[config.mk]
export PLATFORM = sky130hd
export DESIGN_NAME = trace_width_ctrl
export DESIGN_NICKNAME = d
export VERILOG_FILES = /design/src/rtl/trace_width_ctrl.sv
export SDC_FILE = /design/constraint.sdc
export NUM_CORES = 1
export LEC_CHECK = 0
export BUFFER_PORTS_ARGS = -buffer_cell sky130_fd_sc_hd__buf_2
export CAP_MARGIN = 25
export CORE_MARGIN = 3
export CORE_UTILIZATION = 40
export DETAILED_ROUTE_END_ITERATION = 8
export HOLD_SLACK_MARGIN = 0.06
export PLACE_DENSITY = 0.6
export SYNTH_ARGS = -nofsm -noshare
export SYNTH_HDL_FRONTEND = slang
export SYNTH_SLANG_ARGS = --single-unit
[constraint.sdc]
create_clock -name traceClkin -period 2.3 [get_ports traceClkin]
set_clock_uncertainty 0.1 [all_clocks]
set_input_delay 0.115 -clock traceClkin [delete_from_list [all_inputs] [get_ports traceClkin]]
set_output_delay 0.115 -clock traceClkin [all_outputs]
set_load 0.005 [all_outputs]
[src/rtl/trace_width_ctrl.sv]
// Trace capture bus-width controller: hunts for the width that produces sync
// detections, confirms it within one dwell window, then supervises the lock.
//
// state   | meaning
// MANUAL  | width follows manualWidth, dwell/loss timers idle
// HUNT    | dwell at each candidate width, advance 3 -> 2 -> 1 -> 3 on expiry
// CONFIRM | counting syncs at the candidate width within one dwell window
// LOCKED  | width fixed; syncs or frames keep the loss timer from expiring
module trace_width_ctrl #(
    parameter int unsigned DWELL        = 65536,
    parameter int unsigned LOCK_SYNCS   = 2,
    parameter int unsigned LOSS_TIMEOUT = 1048576,
    parameter int unsigned SETTLE       = 18
) (
    input  logic        traceClkin,
    input  logic        rst,
    input  logic        autoEn,
    input  logic [1:0]  manualWidth,
    input  logic        syncPulse,
    input  logic        FrAvail,
    output logic [1:0]  width,
    output logic        locked,
    output logic [1:0]  state,
    output logic [7:0]  huntCount,
    output logic [15:0] frameCount
);
    localparam int unsigned DW = (DWELL > 1) ? $clog2(DWELL) : 1;
    localparam int unsigned LW = (LOSS_TIMEOUT > 1) ? $clog2(LOSS_TIMEOUT) : 1;
    localparam int unsigned SW = (SETTLE > 1) ? $clog2(SETTLE) : 1;

    localparam logic [DW-1:0] DWELL_LAST  = DW'(DWELL - 1);
    localparam logic [LW-1:0] LOSS_LAST   = LW'(LOSS_TIMEOUT - 1);
    localparam logic [SW-1:0] SETTLE_LOAD = SW'(SETTLE - 1);
    localparam logic [3:0]    SYNC_GOAL   = 4'(LOCK_SYNCS);

    typedef enum logic [1:0] {
        ST_MANUAL  = 2'd0,
        ST_HUNT    = 2'd1,
        ST_CONFIRM = 2'd2,
        ST_LOCKED  = 2'd3
    } state_t;

    state_t          state_q, state_d;
    logic [1:0]      width_q, width_d;
    logic [DW-1:0]   dwell_q, dwell_d;
    logic [LW-1:0]   loss_q, loss_d;
    logic [SW-1:0]   settle_q, settle_d;
    logic [3:0]      sync_cnt_q, sync_cnt_d;
    logic [7:0]      hunt_cnt_q, hunt_cnt_d;
    logic [15:0]     frame_cnt_q, frame_cnt_d;
    logic            fr_q;

    logic            sync_ok, frame_ev, dwell_exp, loss_exp, lock_hit, load_settle;
    logic [3:0]      sync_cnt_inc;

    function automatic logic [1:0] next_width(input logic [1:0] w);
        case (w)
            2'd3:    return 2'd2;
            2'd2:    return 2'd1;
            default: return 2'd3;
        endcase
    endfunction

    assign sync_ok      = syncPulse && (settle_q == '0);
    assign frame_ev     = FrAvail ^ fr_q;
    assign dwell_exp    = (dwell_q == DWELL_LAST);
    assign loss_exp     = (loss_q == LOSS_LAST);
    assign sync_cnt_inc = sync_cnt_q + 4'd1;
    assign lock_hit     = (sync_cnt_inc >= SYNC_GOAL);

    always_ff @(posedge traceClkin or posedge rst) begin
        if (rst) begin
            state_q     <= ST_HUNT;
            width_q     <= 2'd3;
            dwell_q     <= '0;
            loss_q      <= '0;
            settle_q    <= SETTLE_LOAD;
            sync_cnt_q  <= '0;
            hunt_cnt_q  <= '0;
            frame_cnt_q <= '0;
            fr_q        <= 1'b0;
        end else begin
            state_q     <= state_d;
            width_q     <= width_d;
            dwell_q     <= dwell_d;
            loss_q      <= loss_d;
            settle_q    <= settle_d;
            sync_cnt_q  <= sync_cnt_d;
            hunt_cnt_q  <= hunt_cnt_d;
            frame_cnt_q <= frame_cnt_d;
            fr_q        <= FrAvail;
        end
    end

    always_comb begin
        state_d = state_q;
        if (!autoEn) begin
            state_d = ST_MANUAL;
        end else begin
            case (state_q)
                ST_MANUAL:  state_d = ST_HUNT;
                ST_HUNT:    if (sync_ok) state_d = (LOCK_SYNCS <= 1) ? ST_LOCKED : ST_CONFIRM;
                ST_CONFIRM: begin
                    if (sync_ok) begin
                        if (lock_hit) state_d = ST_LOCKED;
                    end else if (dwell_exp) begin
                        state_d = ST_HUNT;
                    end
                end
                ST_LOCKED:  if (!sync_ok && !frame_ev && loss_exp) state_d = ST_HUNT;
                default:    state_d = ST_HUNT;
            endcase
        end
    end

    always_comb begin
        width_d     = width_q;
        dwell_d     = dwell_q;
        loss_d      = loss_q;
        sync_cnt_d  = sync_cnt_q;
        hunt_cnt_d  = hunt_cnt_q;
        frame_cnt_d = frame_cnt_q;
        load_settle = 1'b0;
        if (!autoEn) begin
            width_d    = manualWidth;
            dwell_d    = '0;
            loss_d     = '0;
            sync_cnt_d = '0;
        end else begin
            case (state_q)
                ST_MANUAL: begin
                    width_d     = 2'd3;
                    dwell_d     = '0;
                    load_settle = 1'b1;
                end
                ST_HUNT: begin
                    if (sync_ok) begin
                        dwell_d    = '0;
                        loss_d     = '0;
                        sync_cnt_d = 4'd1;
                    end else if (dwell_exp) begin
                        width_d     = next_width(width_q);
                        dwell_d     = '0;
                        hunt_cnt_d  = (hunt_cnt_q == 8'hFF) ? hunt_cnt_q : hunt_cnt_q + 8'd1;
                        load_settle = 1'b1;
                    end else begin
                        dwell_d = dwell_q + 1'b1;
                    end
                end
                ST_CONFIRM: begin
                    if (sync_ok) begin
                        sync_cnt_d = sync_cnt_inc;
                        loss_d     = '0;
                        dwell_d    = dwell_exp ? '0 : dwell_q + 1'b1;
                    end else if (dwell_exp) begin
                        width_d     = next_width(width_q);
                        dwell_d     = '0;
                        sync_cnt_d  = '0;
                        hunt_cnt_d  = (hunt_cnt_q == 8'hFF) ? hunt_cnt_q : hunt_cnt_q + 8'd1;
                        load_settle = 1'b1;
                    end else begin
                        dwell_d = dwell_q + 1'b1;
                    end
                end
                ST_LOCKED: begin
                    if (sync_ok || frame_ev) begin
                        loss_d = '0;
                        if (frame_ev) frame_cnt_d = frame_cnt_q + 16'd1;
                    end else if (loss_exp) begin
                        // retry the width we were locked at before hunting onward
                        loss_d      = '0;
                        dwell_d     = '0;
                        sync_cnt_d  = '0;
                        load_settle = 1'b1;
                    end else begin
                        loss_d = loss_q + 1'b1;
                    end
                end
                default: ;
            endcase
        end
        settle_d = (load_settle || (width_d != width_q)) ? SETTLE_LOAD
                 : (settle_q != '0) ? settle_q - 1'b1 : settle_q;
    end

    always_comb begin
        locked     = (state_q == ST_LOCKED);
        width      = width_q;
        state      = state_q;
        huntCount  = hunt_cnt_q;
        frameCount = frame_cnt_q;
    end
endmodule

# Word-level counts from Yosys, hierarchy flattened
# Cells that the tools add are included.
dict set report totals {
  register_bits 74
  latch_bits 0
  ram_bits 0
  rom_bits 0
  wordCells 93
  memories 0
}
dict set report op_classes {
  addsub 6
  mul 0
  div 0
  magnitude_cmp 1
  eq_ne 18
  n_shift 0
  n_mux 38
  n_bitwise 3
  n_reduce_logical 18
}
# cell n
set op_table {}
lappend op_table {{$mux W16} 5}
lappend op_table {{$mux W20} 4}
lappend op_table {{$pmux W16 S4} 1}
lappend op_table {{$pmux W20 S2} 1}
lappend op_table {{$add A16 B1 Y16 const B} 2}
lappend op_table {{$mux W4} 6}
lappend op_table {{$add A20 B1 Y20 const B} 1}
lappend op_table {{$eq A20 B20 Y1 const B} 1}
lappend op_table {{$mux W2} 9}
lappend op_table {{$eq A16 B16 Y1 const B} 1}
lappend op_table {{$ne A3 B2 Y1 const B} 4}
lappend op_table {{$pmux W4 S3} 1}
lappend op_table {{$mux W5} 2}
lappend op_table {{$reduce_and A5 Y1} 2}
lappend op_table {{$add A8 B1 Y8 const B} 1}
lappend op_table {{$eq A2 B2 Y1 const B} 4}
lappend op_table {{$eq A8 B8 Y1 const B} 1}
lappend op_table {{$ne A4 B4 Y1 const B} 2}
lappend op_table {{$pmux W2 S2} 2}
lappend op_table {{$pmux W2 S4} 1}
lappend op_table {{$reduce_and A4 Y1} 2}
lappend op_table {{$ne A3 B3 Y1 const B} 2}
lappend op_table {{$logic_not A5 Y1} 1}
lappend op_table {{$mux W1} 5}
lappend op_table {{other kinds (17)} 23}

# Depth between registers and ports, before layout
# Gate-level depths: netlist of run 1.
dict set report depth {
  ltp_word 9
  mapped_depth 10
  mapped_depth_nobuf 8
}

# Least setup slack after synthesis of run 1
# OpenSTA, ideal clock, no wires.
dict set report synth_path {
  path_kind {reg-to-reg}
  from {register state_q[0], in the netlist state[0]}
  to {register loss_q[7]}
  setup_time_ps 121
  arrival_time_ps 2102
  t_required_ps 2079
  setup_slack_ps -23
  path_stages_with_launch 10
  n_path_buf 1
  period_less_slack_ps 2323
  path_cell_list {dfstp_2 -> inv_1 -> ha_1 -> buf_2 -> nor2b_1 -> a311oi_4 -> nor2_1 -> and4_1 -> xnor2_1 -> nor2_1}
}
dict set report synth_via {
  elab_chain_len 4
}
# item line
set synth_rtl {}
lappend synth_rtl {{from (decl)} 43} ;# state_t state_q, state_d;
lappend synth_rtl {{from (signal assigned)} 83} ;# state_q <= state_d;
lappend synth_rtl {{$eq A2 B2 Y1 or $eq A2 B1 Y1 (tied branches)} 130} ;# case (state_q)
lappend synth_rtl {{$reduce_or A2 Y1 (no line)} -}
lappend synth_rtl {{$pmux W20 S2 or $ne A3 B2 Y1 (tied branches)} -}
lappend synth_rtl {{$mux W20 or $reduce_and A2 Y1 (tied branches)} -}
lappend synth_rtl {{to (signal assigned)} 86} ;# loss_q <= loss_d;
lappend synth_rtl {{to (decl)} 46} ;# logic [LW-1:0] loss_q, loss_d;
# Parallel ways exist; a longest one is shown, timed or not.
# A chain may end at the register's enable or synchronous reset.

# Worst setup path in the final report of run 1
dict set report layout_path {
  from {register settle_q[0]}
  to {register state_q[1], in the netlist state[1]}
}
dict set report layout_via {
  elab_chain_len 7
}
# item line
set layout_rtl {}
lappend layout_rtl {{from (decl)} 47} ;# logic [SW-1:0] settle_q, settle_d;
lappend layout_rtl {{from (signal assigned)} 87} ;# settle_q <= settle_d;
lappend layout_rtl {{$logic_not A5 Y1 *} 64} ;# assign sync_ok = syncPulse && (settle_q == '0);
lappend layout_rtl {{$logic_and A1 B1 Y1 *} 64}
lappend layout_rtl {{$logic_not A1 Y1} 110} ;# ST_LOCKED: if (!sync_ok && !frame_ev && loss_exp) state_d = ST_HUNT;
lappend layout_rtl {{$logic_and A1 B1 Y1 (2 in series)} 110}
lappend layout_rtl {{$ne A3 B2 Y1 (no line)} -}
lappend layout_rtl {{$reduce_and A4 Y1 (no line)} -}
# Mark *: on every way between the ends. The rest lies on a longest branch, timed or not.

==> results.tsv, run 1 <==
metric	value	unit
outcome	finished clean	
die_x	108	um
io_pins	36	
period_needed	2.22	ns
place_inst	626	
clk_pin_slew	0.08	ns
synth_mux_area_frac	0.00778	
yosysUniqueCellTypes	58	
clk-insertion-delay-late	0.34	ns
p_comb_frac	0.315	
r2r_cells	9	
grt_usage	0.162	
worstSetupPathType	flip-flop to flip-flop	
final_cell_mix	dfrtp_1, nand2_1, nor2_1	
synth_nets	455	
p_total	3.55	mW
synth-xor-area-share	0.0838	
netlist_area	4180	um2
vias	3485	
setup_violations	0	
via_per_inst	5.34	
power_frac_clock	0.262	
grt_pass1_vias	3305	
syn_avg_cell_area	9.62	um2
tightest_slew	0.613	ns
yosys_register_bits	74	
antenna_cells	0	
rsz0062_at_grt	true	
grt_max_degree	30	
critPathRequiredTime	2.42	ns
drt_wl_total	9140	um
drt_iter0_drc	203	
drc	0	
synth_area_leaders	dfrtp_1, xnor2_1, ha_1	
ff2ff_setup_slack	0.08	ns
cts_buffer_depth	2	
start_util	0.420	
avgRoutedWirePerCell	14.0	um
htreeDepth	3	
gp_congestion	0.825	
antenna_found_initial	0	
p_leak	2.28	nW
die_area	11700	um2
worstPathCellList	inv_1 > ha_4 > nor4b_4 > and2_2 > buf_4 > and4b_1 > a211oi_4 > mux2i_1 > nor2_1	
nNetsFinal	535	
p_int	2.36	mW
cp-start-kind	flip-flop	
grt_pass1_wl	15400	um
max_stage_delay	0.53	ns
endpoint_kind	flip-flop	
cts_tree	yes	
place_hpwl	6510	um
critPathMaxFanout	4	
yosys_warnings	0	
r2r-start	settle_q[0]	
critPathSlowestCell	dfstp_2	
synth_top_area_frac	0.413	
mostFrequentLayoutCell	dfrtp_1	
slew_viol_final	0	
synth_fa_ha_area_frac	0.0389	
core	9950	um2
synth_simple_gate_area_frac	0.255	
yosysSeqAreaShare	0.444	
root_buffer	clkbuf_8	
final_hold_viol_count	0	
fin_crit_sh	0.965	
p_switching	1.19	mW
port_buffers	35	
max_freq	451	MHz
slew_headroom	0.591	
dieHeight	108	um
grt-ovfl-total	0	
worst_ir_drop_vdd	0.000496	V
syn_to_final_growth	23.1	%
powerDensity	689	nW/um2
layout-drive-gt1-share	0.277	
cts_buffers	9	
synth_top_cell_by_area	dfrtp_1	
min_path_type	input pin to asynchronous set/reset pin	
cap_violations	0	
rows	36	
ant_nets	0	
clock-sinks	74	
final_cells	653	
fin_hold_ws	0.277	ns
power_frac_seq	0.423	
fin_util	0.517	
syn_inst	435	
synth_compound_area_frac	0.142	
critPathArrivalTime	2.34	ns
firstDrtPassIters	4	
r2r_end	state[1]	
synth_top_family_by_area	simple AND/OR/NAND/NOR gates	
swShare	0.334	
==> flip-flops by register name, indices dropped and copies added, names as in the netlist <==
register / count
dwell_q: 16
width: 2
fr_q: 1
loss_q: 20
sync_cnt_q: 4
frameCount: 16
settle_q: 5
state: 2
huntCount: 8
==> routing by layer <==
| metal | GRT usage | up-vias | routed length, um | part of all wire |
|---|---|---|---|---|
| li1 | - | 1716 | - | - |
| met1 | 0.220 | 1711 | 4350 | 0.48 |
| met2 | 0.268 | 50 | 4450 | 0.49 |
| met3 | 0.0352 | 8 | 277 | 0.030 |
| met4 | 0.0334 | 0 | 64 | 0.0070 |
| met5 | 0 | - | 0 | 0 |
==> synth_stat cells (all sizes together) <==
library cell / instances
o31ai: 11
a21oi: 9
nor4b: 2
a22o: 1
a211oi: 5
nor2b: 6
dfrtp: 69
xor2: 14
a21bo: 1
dfstp: 5
inv: 12
a211o: 1
and4b: 1
nor2: 43
nand4: 16
nor3: 18
nor3b: 7
o21bai: 1
or2: 3
a31oi: 5
a221oi: 1
a41o: 1
a311oi: 2
o2bb2ai: 1
and3: 8
ha: 13
nand2b: 10
nand3: 20
clkbuf: 4
nor4: 6
and2: 5
o22ai: 2
buf: 9
nand2: 43
o41ai: 5
a21boi: 1
mux2i: 1
o21ai: 38
and4: 7
mux2: 2
xnor2: 26
==> logic make-up (layout without fill, tap and decap cells) <==
family	Yosys count	after routing
compound gates	85	85
xor+xnor	40	40
fa+ha+maj	13	13
buf+inv	25	110
flops	74	74
mux	3	3
simple gates	195	195
==> stage by stage <==
stage	instance area [um2]	setup WS (ns)	TNS, ns
floorplan	4180	0.00933	0
global placement	4750	0.0240	0
detailed placement	4750	-0.0266	-0.0482
CTS	4990	0.00120	0
global route	5150	-0.0551	-0.162
finish	5150	0.0815	0
==> layout make-up <==
cell class | count | area [um2]
clock buffer | 11 | 141
multi-input combinational | 336 | 2330
tap | 133 | 166
sequential | 74 | 1860
timing repair buffer | 82 | 569
clock inverter | 5 | 36.3
inverter | 12 | 45.0
fill | 903 | 4800
==> worst max-delay path, delay by kind of cell (launching register included) <==
kind	cells	cell delay [ns]
and+or+nand+nor	4	0.61
buffers and inverters	2	0.22
DFF	1	0.53
muxes	1	0.22
AOI/OAI and AO/OA	1	0.28
adders and majority gates	1	0.16
==> power groups by stage <==
stage          sequential, mW  combinational [mW]  clock, mW
3_5_place_dp             1.52               0.984          0
4_1_cts                  1.49                1.01      0.962
2_1_floorplan            1.49               0.642          0
5_1_grt                  1.51                1.25       1.01
3_3_place_gp             1.51               0.976          0
6_report                 1.50                1.12      0.931
==> worst max-delay path by stage <==
stage | startpoint | endpoint | slack, ns | depth (start not counted)
3_5_place_dp | settle_q[0] | loss_q[6] | -0.03 | 8
5_1_grt | settle_q[1] | loss_q[15] | -0.06 | 10
3_3_place_gp | settle_q[0] | settle_q[2] | 0.02 | 9
6_report | settle_q[0] | state[1] | 0.08 | 9
2_1_floorplan | settle_q[0] | loss_q[6] | 0.009 | 8
4_1_cts | settle_q[0] | dwell_q[5] | 0.001 | 9
==> repair_timing <==
| item | in CTS | in global routing |
|---|---|---|
| endpoints found under the setup margin | 7 | 43 |
| hold buffers | 5 | 0 |
| gates resized for setup | 4 | 25 |
| endpoints found under the hold margin | 26 | 0 |
| pin swaps | 0 | 10 |
| buffers inserted | 0 | 6 |
No activity file was read; power rests on OpenSTA's default activity.
==> run 2: changes to the inputs <==
==> constraint.sdc (replaced) <==
create_clock -name traceClkin -period 2.3 [get_ports traceClkin]
set_clock_uncertainty 0.1 [all_clocks]
set_input_delay 0.345 -clock traceClkin [delete_from_list [all_inputs] [get_ports traceClkin]]
set_output_delay 0.345 -clock traceClkin [all_outputs]
set_load 0.005 [all_outputs]
==> run 2 against run 1 <==
Total power grew 12%; utilization grew 2.5 points; worst hold slack lost 0.15 ns; fmax shrank 2.5%; wire length grew 4.8%; largest cell class unchanged.
==> results.tsv, run 2 (same netlist as run 1, synthesis figures left out) <==
metric	value	unit
p_leak	2.42	nW
largest_register_ffs	20	
clk_pin_slew	0.08	ns
fin_hold_ws	0.125	ns
critPathMaxFanout	7	
antenna_found_initial	0	
critPathMostFrequentCell	buf_6	
die_area	11700	um2
dp_worst_setup_slack	-0.186	ns
io_pins	36	
avgRoutedWirePerCell	14.3	um
outcome	finished clean	
final_hold_viol_count	0	
nNetsFinal	550	
layout-drive-gt1-share	0.321	
htreeDepth	3	
cts_tree	yes	
critPathArrivalTime	2.42	ns
p_comb_frac	0.325	
mostFrequentLayoutCell	dfrtp_1	
antenna_cells	0	
ant_nets	0	
grt_pass1_wl	15700	um
cp_num_buf_inv	4	
drc	0	
worst_ir_drop_vdd	0.000538	V
cts_buffer_depth	2	
slew_viol_final	0	
grt_pass1_vias	3299	
worstPathCellList	inv_2 > ha_4 > nor4b_4 > buf_6 > buf_6 > a211oi_2 > a21bo_2 > buf_4 > a21oi_1 > o21ai_0 > o31ai_1	
min_path_type	input pin to flip-flop	
grt-ovfl-total	0	
slew_headroom	0.633	
cp-start-kind	flip-flop	
core	9950	um2
clock-sinks	74	
clk-insertion-delay-late	0.35	ns
power_frac_clock	0.300	
dieHeight	108	um
die_x	108	um
p_int	2.69	mW
multiInputGateArea	2420	um2
final_cell_mix	dfrtp_1, buf_4, nand2_1, nor2_1, buf_2	
endpoint_kind	flip-flop	
gp_congestion	0.811	
n_fill_cell	910	
fin_crit_sh	0.990	
vias	3525	
cts_buffers	9	
cap_violations	0	
max_freq	439	MHz
p_switching	1.28	mW
grt_usage	0.166	
worstSetupPathType	flip-flop to flip-flop	
place_hpwl	6470	um
port_buffers	35	
root_buffer	clkbuf_8	
top_register	loss_q	
max_stage_delay	0.55	ns
setup_ws	0.0241	ns
drt_wl_total	9580	um
regArea	1860	um2
syn_to_final_growth	29.2	%
start_util	0.420	
powerDensity	735	nW/um2
fin_util	0.543	
p_total	3.97	mW
drt_iter0_drc	105	
swShare	0.322	
period_needed	2.28	ns
via_per_inst	5.28	
power_frac_seq	0.375	
firstDrtPassIters	4	
cp_top_family	compound AO/OA/AOI/OAI gates	
critPathSlowestCell	dfstp_2	
grt_max_degree	52	
rows	36	
rsz0062_at_grt	true	
tightest_slew	0.549	ns
setup_violations	0	
critPathRequiredTime	2.45	ns
-- run 2: cell count changes in the layout (fill, tap and decap cells not counted), moves of 3 or more --
cell           previous run  this run
buf_4                    39        55
nor3_1                   15        11
buf_6                     1         4
dlygate4sd3_1             5         2
nor3_2                    3         6
-- run 2: layer usage --
| metal | wire [um] | GRT usage | up-vias |
|---|---|---|---|
| met5 | 0 | 0 | - |
| met4 | 60 | 0.0406 | 0 |
| met3 | 273 | 0.0376 | 4 |
| met2 | 4680 | 0.280 | 43 |
| met1 | 4570 | 0.217 | 1732 |
| li1 | - | - | 1746 |
-- run 2: worst paths after layout --
kind                       slack (ns)             end  cells past startpoint      startpoint
max reg2reg                      0.02       loss_q[9]                     11     settle_q[0]
min in group asynchronous        0.49      loss_q[13]                      3             rst
max in group asynchronous        0.92        width[0]                      4             rst
max                              0.02       loss_q[9]                     11     settle_q[0]
min                              0.13        width[0]                      2  manualWidth[0]
min reg2reg                      0.37  frameCount[15]                      1  frameCount[15]
-- run 2: timing repair --
action                                  in CTS  in global routing
gates resized for setup                     21                 30
hold buffers                                 2                  0
pin swaps                                   12                 17
hold endpoints to repair                    22                  0
buffers inserted                             5                  9
gates cloned                                 0                  0
endpoints found under the setup margin      48                 40
-- run 2: power groups by stage --
stage	Combinational, mW	Sequential [mW]	Clock (mW)
2_1_floorplan	0.642	1.49	0
3_3_place_gp	1.03	1.50	0
3_5_place_dp	1.04	1.50	0
4_1_cts	1.14	1.48	1.22
5_1_grt	1.41	1.50	1.29
6_report	1.29	1.49	1.19
-- run 2: layout make-up --
type                            count  share of cell area
Clock buffer                       10              0.0255
Clock inverter                      6              0.0181
Inverter                           12             0.00903
Multi-Input combinational cell    336               0.448
Sequential cell                    74               0.344
Tap cell                          133              0.0308
Timing Repair Buffer               97               0.125
-- run 2: per-stage QoR --
stage | instance area, um2 | instances | TNS (ns)
CTS | 5200 | 659 | -0.0143
floorplan | 4190 | 435 | 0
detailed placement | 4820 | 637 | -4.56
finish | 5400 | 668 | 0
global placement | 4820 | 637 | -2.52
global route | 5400 | 668 | -0.368
